## src/rtl/grad_spi_serialiser.sv

```systemverilog
// grad_spi_serialiser
// Serialises gradient DAC words from grad_bram onto a 4-chip-select SPI bus
// (mode 0, MSB first). A one-deep pending buffer absorbs one word that
// arrives while a frame is in flight. Any further word is dropped and the
// sticky overflow flag is raised.
//
// Ports:
//   clk         system clock, rising edge
//   rst         synchronous active-high reset
//   data_i      [FRAME_BITS-1:0] payload, [25:24] DAC select, [31:26] ignored
//   valid_i     one-cycle strobe qualifying data_i
//   busy_o      frame in flight or word pending
//   sclk_o      SPI clock, idle low
//   mosi_o      SPI data, MSB first
//   ssn_o       active-low chip selects, one per DAC
//   overflow_o  sticky: a word was dropped
module grad_spi_serialiser #(
  parameter int SCLK_DIV   = 2,
  parameter int FRAME_BITS = 24
) (
  input  logic        clk,
  input  logic        rst,
  input  logic [31:0] data_i,
  input  logic        valid_i,
  output logic        busy_o,
  output logic        sclk_o,
  output logic        mosi_o,
  output logic [3:0]  ssn_o,
  output logic        overflow_o
);

  localparam logic [7:0] DIV_RELOAD = 8'(SCLK_DIV - 1);
  localparam logic [4:0] BIT_TOP    = 5'(FRAME_BITS - 1);

  typedef enum logic [2:0] {IDLE, SETUP, SHIFT, HOLD, GAP} state_t;

  state_t                  state, state_n;
  logic [7:0]              cnt, cnt_n;
  logic [4:0]              bit_cnt, bit_n;
  logic [FRAME_BITS-1:0]   shreg, shreg_n;
  logic                    pend_full, pend_full_n;
  logic [1:0]              pend_sel, pend_sel_n;
  logic [FRAME_BITS-1:0]   pend_pay, pend_pay_n;
  logic                    sclk_n, mosi_n, busy_n, ovf_n;
  logic [3:0]              ssn_n;
  logic                    cnt_zero;
  logic                    start;
  logic [1:0]              start_sel;
  logic [FRAME_BITS-1:0]   start_pay;
  logic                    direct;
  logic                    unused_bits;

  assign cnt_zero    = (cnt == 8'd0);
  assign unused_bits = ^data_i[31:26];

  always_comb begin
    state_n     = state;
    cnt_n       = cnt;
    bit_n       = bit_cnt;
    shreg_n     = shreg;
    sclk_n      = sclk_o;
    mosi_n      = mosi_o;
    ssn_n       = ssn_o;
    pend_full_n = pend_full;
    pend_sel_n  = pend_sel;
    pend_pay_n  = pend_pay;
    ovf_n       = overflow_o;
    start       = 1'b0;
    start_sel   = data_i[25:24];
    start_pay   = data_i[FRAME_BITS-1:0];

    case (state)
      IDLE: begin
        mosi_n = 1'b0;
        start  = valid_i;
      end
      SETUP: begin
        if (cnt_zero) begin
          state_n = SHIFT;
          cnt_n   = DIV_RELOAD;
        end else begin
          cnt_n = cnt - 8'd1;
        end
      end
      SHIFT: begin
        // sclk starts low, so the frame ends on the last falling edge
        if (cnt_zero) begin
          cnt_n = DIV_RELOAD;
          if (!sclk_o) begin
            sclk_n = 1'b1;
          end else begin
            sclk_n = 1'b0;
            if (bit_cnt == 5'd0) begin
              state_n = HOLD;
            end else begin
              bit_n   = bit_cnt - 5'd1;
              shreg_n = shreg << 1;
              mosi_n  = shreg[FRAME_BITS-2];
            end
          end
        end else begin
          cnt_n = cnt - 8'd1;
        end
      end
      HOLD: begin
        if (cnt_zero) begin
          state_n = GAP;
          cnt_n   = DIV_RELOAD;
          ssn_n   = 4'hF;
        end else begin
          cnt_n = cnt - 8'd1;
        end
      end
      GAP: begin
        if (cnt_zero) begin
          if (pend_full) begin
            start       = 1'b1;
            start_sel   = pend_sel;
            start_pay   = pend_pay;
            pend_full_n = 1'b0;
          end else if (valid_i) begin
            start = 1'b1;
          end else begin
            state_n = IDLE;
            mosi_n  = 1'b0;
          end
        end else begin
          cnt_n = cnt - 8'd1;
        end
      end
      default: state_n = IDLE;
    endcase

    // A word arriving at the end of GAP with nothing pending starts the next
    // frame directly rather than detouring through IDLE.
    direct = (state == IDLE) || (state == GAP && cnt_zero && !pend_full);
    if (valid_i && !direct) begin
      if (!pend_full_n) begin
        pend_full_n = 1'b1;
        pend_sel_n  = data_i[25:24];
        pend_pay_n  = data_i[FRAME_BITS-1:0];
      end else begin
        ovf_n = 1'b1;
      end
    end

    if (start) begin
      state_n = SETUP;
      cnt_n   = DIV_RELOAD;
      bit_n   = BIT_TOP;
      shreg_n = start_pay;
      mosi_n  = start_pay[FRAME_BITS-1];
      sclk_n  = 1'b0;
      ssn_n   = ~(4'b0001 << start_sel);
    end

    busy_n = (state_n != IDLE) || pend_full_n;
  end

  always_ff @(posedge clk) begin
    if (rst) begin
      state      <= IDLE;
      cnt        <= 8'd0;
      bit_cnt    <= 5'd0;
      shreg      <= '0;
      pend_full  <= 1'b0;
      pend_sel   <= 2'd0;
      pend_pay   <= '0;
      sclk_o     <= 1'b0;
      mosi_o     <= 1'b0;
      ssn_o      <= 4'hF;
      busy_o     <= 1'b0;
      overflow_o <= 1'b0;
    end else begin
      state      <= state_n;
      cnt        <= cnt_n;
      bit_cnt    <= bit_n;
      shreg      <= shreg_n;
      pend_full  <= pend_full_n;
      pend_sel   <= pend_sel_n;
      pend_pay   <= pend_pay_n;
      sclk_o     <= sclk_n;
      mosi_o     <= mosi_n;
      ssn_o      <= ssn_n;
      busy_o     <= busy_n;
      overflow_o <= ovf_n;
    end
  end

endmodule
```

## config.mk

```make
export PLATFORM = sky130hd
export DESIGN_NAME = grad_spi_serialiser
export DESIGN_NICKNAME = d
export VERILOG_FILES = /design/src/rtl/grad_spi_serialiser.sv
export SDC_FILE = /design/constraint.sdc
export NUM_CORES = 1
export LEC_CHECK = 0
export ABC_AREA = 1
export CAP_MARGIN = 0
export CORE_MARGIN = 4
export CORE_UTILIZATION = 50
export CTS_BUF_LIST = sky130_fd_sc_hd__clkbuf_4 sky130_fd_sc_hd__clkbuf_8
export DETAILED_ROUTE_END_ITERATION = 16
export HOLD_SLACK_MARGIN = 0.02
export PLACE_DENSITY = 0.83
export REMOVE_ABC_BUFFERS = 1
export SYNTH_ARGS = -nofsm -noshare
export SYNTH_HDL_FRONTEND = slang
export SYNTH_SLANG_ARGS = --single-unit
```

## constraint.sdc

```tcl
create_clock -name clk -period 1.6 [get_ports clk]
set_input_delay 0.32 -clock clk [delete_from_list [all_inputs] [get_ports clk]]
set_output_delay 0.32 -clock clk [all_outputs]
set_load 0.1 [all_outputs]
```

# Yosys cells after proc, flatten, opt, wreduce, memory -nomap -nowiden

Cells that the tools add are included.

Register bits: 74
Bits of input ports: 35
Output and inout port bits: 8
Word-level logic and storage cells: 111

Add/sub/neg operators: 2
Equal/unequal tests: 13
Shift-type cells: 1
Muxes and demuxes: 49
Bitwise gates (word level): 3
Reduce and logical (&&, ||, !) cells: 29

Operators with widths:

| operator              | number |
|---|---|
| $mux W23              | 5 |
| $mux W24              | 3 |
| $mux W3               | 9 |
| $mux W5               | 5 |
| $ne A3 B3 Y1 const B  | 7 |
| $mux W8               | 2 |
| $pmux W8 S2           | 1 |
| $mux W1               | 15 |
| $pmux W3 S5           | 1 |
| $mux W4               | 3 |
| $reduce_and A2 Y1     | 6 |
| $reduce_bool A2 Y1    | 5 |
| $logic_not A8 Y1      | 1 |
| $reduce_and A4 Y1     | 2 |
| $sub A8 B1 Y8 const B | 1 |
| $reduce_and A7 Y1     | 1 |
| $eq A3 B2 Y1 const B  | 2 |
| $mux W2               | 3 |
| $reduce_bool A3 Y1    | 2 |
| $logic_not A5 Y1      | 1 |
| $sub A5 B1 Y5 const B | 1 |
| $ne A2 B2 Y1 const B  | 2 |
| $not A4 Y4            | 1 |
| $reduce_bool A4 Y1    | 1 |
| 12 further kinds      | 17 |

# Logic depth before layout (Yosys ltp)

Depth after elaboration: 8
Gate-level depth with buffers: 13
Depth with buffers taken out: 13

# Worst setup path before layout

OpenSTA, ideal clock, no wires.

Kind: reg2reg
From: register sclk_o
To: register bit_cnt[0]
Setup time: 0.113 ns
Data arrival time: 1.975 ns
Data required time: 1.487 ns
Path slack: -0.488 ns
Stages on the path, launching flop included: 9
Buffers on the path: 1
Clock period less this slack: 2.088 ns
Cells stage by stage: dfxtp_1 > inv_1 > a21oi_1 > nand3_4 > inv_4 > buf_6 > nor2_1 > o21ai_1 > inv_1

Word-level cells in the longest chain between the ends: 2

RTL lines:

| what                                | RTL line | text |
|---|---|---|
| start: declaration                  | 26       | `output logic sclk_o,` |
| start signal: assignment            | 182      | `sclk_o <= sclk_n;` |
| $reduce_bool A2 Y1 (no source line) | --       |  |
| $reduce_and A4 Y1 (no source line)  | --       |  |
| end signal: assignment              | 177      | `bit_cnt <= bit_n;` |
| end: declaration                    | 39       | `logic [4:0] bit_cnt, bit_n;` |

Every way passes these cells.
A chain may end at the register's enable or synchronous reset.

# Final worst setup path

From: register cnt[1]
To: register shreg[7]

Word-level cells in the longest chain between the ends: 5

RTL lines:

| what                                                                       | RTL line | text |
|---|---|---|
| start: declaration                                                         | 38       | `logic [7:0] cnt, cnt_n;` |
| start signal: assignment                                                   | 176      | `cnt <= cnt_n;` |
| $logic_not A8 Y1 *                                                         | 53       | `assign cnt_zero = (cnt == 8'd0);` |
| $mux W1                                                                    | 115      | `if (cnt_zero) begin` |
| $pmux W1 S2                                                                | 72       | `case (state)` |
| $ne A2 B2 Y1 (no source line) / $reduce_bool A2 Y1 (equally long branches) | --       |  |
| $reduce_and A4 Y1 (no source line)                                         | --       |  |
| end signal: assignment                                                     | 178      | `shreg <= shreg_n;` |
| end: declaration                                                           | 40       | `logic [FRAME_BITS-1:0] shreg, shreg_n;` |

Every way passes the cells marked *; elsewhere a longest branch is shown, timed or not.

==> results.txt <==
* Clock latency at the later pin of the worst-skew pair: 0.34 ns
* Grt total ovfl: 0
- In this run, the number of DRC markers left after iteration 0 of detailed routing was 274.
- Biggest area contributors in the synthesized netlist: sky130_fd_sc_hd__dfxtp_1 (38%), sky130_fd_sc_hd__nand2_1 (19%), sky130_fd_sc_hd__nor2_1 (12%), sky130_fd_sc_hd__inv_1 (5.5%), sky130_fd_sc_hd__o21ai_1 (4.0%)
- Average instance area after synthesis: between 6 and 7 sq um
- Final hold slack: 0.475 ns
- The synthesized design devotes to its leading area cell type 37.9% of total area.
* Placed Area: between 4000 and 5000 sq um
- Number of nets still failing antenna checks after routing: 0
- Clock transition at the registers of the reported paths: around 0.080 ns
- For this run, the share of the core covered by cells in the final layout is 74.3%.
- In this run, placement finished with an instance count of 762.
* Path type of the worst min-delay path: reg -> reg
* Critical path launch point: cnt[1]$_SDFFE_PP0P_
- Power density over the cells: approximately 1600 nW/um^2
- Of the cells placed in the final design, the portion with a size suffix greater than 1 is a little under a quarter.
- The startpoint identified for the worst hold timing path is shreg[0]$_SDFFE_PP0P_.
* Sequential fraction of the synthesis area: 37.9%
* Run status: finished, violations left
- Area overhead of the layout relative to synthesis: 40.8%
- The longest clock path from root to sink contains 2 buffers.
* Area of the die: slightly above 9000 sq um
- The hold violation count in the final report came to 0.
- Overall power after layout: 8.62 mW
* DIE HEIGHT: between 90 and 100 microns
- Headroom to the max-slew limit: between 80 and 90%
* H-tree lvl count: 3
- The first global-routing pass estimated 15900 microns of wire.
* Maximum number of pins on one net before global-route repair: 39
* Core Rows: 31
- Clk sink count: 74
- After clock tree synthesis, the flow added hold-fix buffers numbering 0.
- Layout Skew: ~0.009 ns
* Setup ws final: -0.156 ns
- Max-slew violation count: 0
- Max Fclk: about 0.57 GHz
- Number of max-capacitance violations reported: 0
- Post-Synthesis Cells: between 600 and 700
* Crit path capture type: flip-flop
* Crit path max fanout: 11
* Width of the chip: between 90 and 100 microns
- Initial antenna violation count: 0
* Final net count: between 700 and 800
- After routing, the total negative slack on setup checks comes to -3.63 ns.
- Final Instance Count excl. Fillers: between 700 and 800
* Quantity of I/O buffers inserted on ports: 36
- Yosys printed 0 warnings.
* Library cell occupying the most area in the post-synthesis netlist: sky130_fd_sc_hd__dfxtp_1
* Number of distinct standard cells referenced by the synthesized netlist: 31
- Pin placement for this block handled 43 I/O pins.
- Clock tree from TritonCTS: yes
* Arrival time reported for the critical path endpoint: around 2.0 ns
* Wire length after detailed routing: approximately 12000 microns
- The first detailed-routing pass ran for 5 iterations.
- The cell sitting at the root of the clock tree is a sky130_fd_sc_hd__clkbuf_8.
- The worst setup path is launched from a flip-flop.
- Most common cell after layout, fill and taps aside: sky130_fd_sc_hd__nand2_1
* Diodes inserted: 0
* Period utilization: 110%
- Worst IR drop on VDD: ~0.96 mV
- Final setup violation count: between 50 and 60
- Dividing the detail-routed wire length by the instance count gives around 14 microns.
- For this run, the total global-route usage over all layers was measured as a little over a fifth.
- The core region is around 7400 sq um.
- Post-DP HPWL: 6070 microns
- For the pin with the worst max-slew slack, the measured transition is between 0.2 and 0.3 ns.
- The worst hold path was traced through 2 stages.
- STA puts the critical path data required time at roughly 1.8 ns.
* Weighted congestion reported at the end of routability-driven placement: 0.887
- Counting cells, the worst reg-to-reg path comes to 11.
- Buffers inserted during clock tree synthesis total 9.
- Total vias in the final route: 4233
- RSZ-0062 raised after global routing: yes
- Leaving out fill and tap cells, the most frequent cells in the layout are sky130_fd_sc_hd__nand2_1 (198), sky130_fd_sc_hd__nor2_1 (93), sky130_fd_sc_hd__dfxtp_1 (70), sky130_fd_sc_hd__inv_1 (54), sky130_fd_sc_hd__buf_4 (39).
- The cell area that synthesis handed to floorplanning was 3910 sq um.
- In this run the static leakage power is around 2.6 nW.
- For this run, design rule violations remaining after detail routing come to 0.
- Before CTS, the worst setup slack after placement is -0.217 ns.
* Via/cell ratio: 5.30
- Crit path time final: between 1.5 and 2 ns
* Finished Cell Area: 5500 sq um
- Once the floorplan was initialized, standard cells occupied a little over half of the core.
- Fill cells in the final layout number between 500 and 600.
- By startpoint and endpoint, the worst setup path is classified as reg -> reg.
- Number of global-route vias before repair: about 3700
* Violations in the final reports: negative setup slack
- After synthesis the netlist holds a flip-flop and latch count of 74.
- The startpoint identified for the worst register-to-register timing path is cnt[1]$_SDFFE_PP0P_.
==> report_power, final <==
group	leakage, nW	switching [mW]	internal (mW)	total [mW]
clock	0.0955	0.678	0.726	1.40
sequential	0.610	0.243	2.27	2.51
combinational	1.93	2.62	2.08	4.70
==> cell usage after synthesis, drive strengths merged <==
cell and number:
nand3 21, a21oi 17, a31oi 2, ha 4
dfxtp 74, nand4 8, o21ai 52, or2 1
nand2 205, xor2 5, inv 64, buf 20
nor2 127, clkbuf 8, o21a 1, xnor2 1
nor3 4
==> registers in the layout, indices dropped and copies added, names as in the netlist <==
signal	count
pend_pay	24
shreg	23
cnt	8
bit_cnt	5
ssn_o	4
state	3
pend_sel	2
busy_o	1
mosi_o	1
overflow_o	1
pend_full	1
sclk_o	1
==> cells by family (layout without fill, tap and decap cells) <==
logic type | count (synthesis) | after routing | share of synthesized area, %
buffers and inverters | 92 | 178 | 10.9
adder cells (fa/ha/maj) | 4 | 4 | 1.28
AND/OR/NAND/NOR | 366 | 366 | 38.7
flip-flops | 74 | 74 | 37.9
AO/OA/AOI/OAI | 72 | 72 | 9.83
XOR/XNOR | 6 | 6 | 1.34
==> critical path: stages, from the launching register on <==
cell                      delay, ns
sky130_fd_sc_hd__dfxtp_2       0.33
sky130_fd_sc_hd__inv_2         0.08
sky130_fd_sc_hd__ha_4          0.14
sky130_fd_sc_hd__nand2_4       0.07
sky130_fd_sc_hd__nor2_8        0.19
sky130_fd_sc_hd__buf_4         0.16
sky130_fd_sc_hd__nand3_4       0.14
sky130_fd_sc_hd__buf_6         0.20
sky130_fd_sc_hd__nand2_1       0.07
sky130_fd_sc_hd__nand2_1       0.09
sky130_fd_sc_hd__nor2_1        0.11
sky130_fd_sc_hd__nor2_1        0.06
==> layer usage <==
metal | track usage (%) | vias up | part of all wire (%)
met4 | 7.59 | 0 | 3.4
met5 | 0 | - | 0
met1 | 23.9 | 1942 | 37
met2 | 39.7 | 188 | 53
met3 | 5.50 | 41 | 6.7
li1 | - | 2062 | -
==> cell type report <==
class | count | area [sq um] | share of cell area (%)
Clock inverter | 5 | 56.3 | 1.02
Tap cell | 99 | 124 | 2.25
Multi-Input combinational cell | 448 | 2270 | 41.3
Timing Repair Buffer | 99 | 1180 | 21.5
Inverter | 64 | 253 | 4.59
Clock buffer | 10 | 131 | 2.39
Sequential cell | 74 | 1490 | 27.0
==> repair_timing <==
| item | CTS | global route |
|---|---|---|
| resized for setup | 30 | 71 |
| endpoints found under the hold margin | 0 | 0 |
| gates cloned | 3 | 5 |
| buffers inserted | 9 | 6 |
| pin swaps | 9 | 29 |
| endpoints found under the setup margin | 62 | 70 |
==> path summary, 6_finish.rpt <==
| kind | slack (ns) | end |
|---|---|---|
| setup / recovery | -0.16 | shreg[7]$_SDFFE_PP0P_ |
| hold / removal | 0.47 | shreg[0]$_SDFFE_PP0P_ |
| setup reg to reg | -0.16 | shreg[7]$_SDFFE_PP0P_ |
| hold reg to reg | 0.47 | shreg[0]$_SDFFE_PP0P_ |
Power figures use the tool's default switching activity.
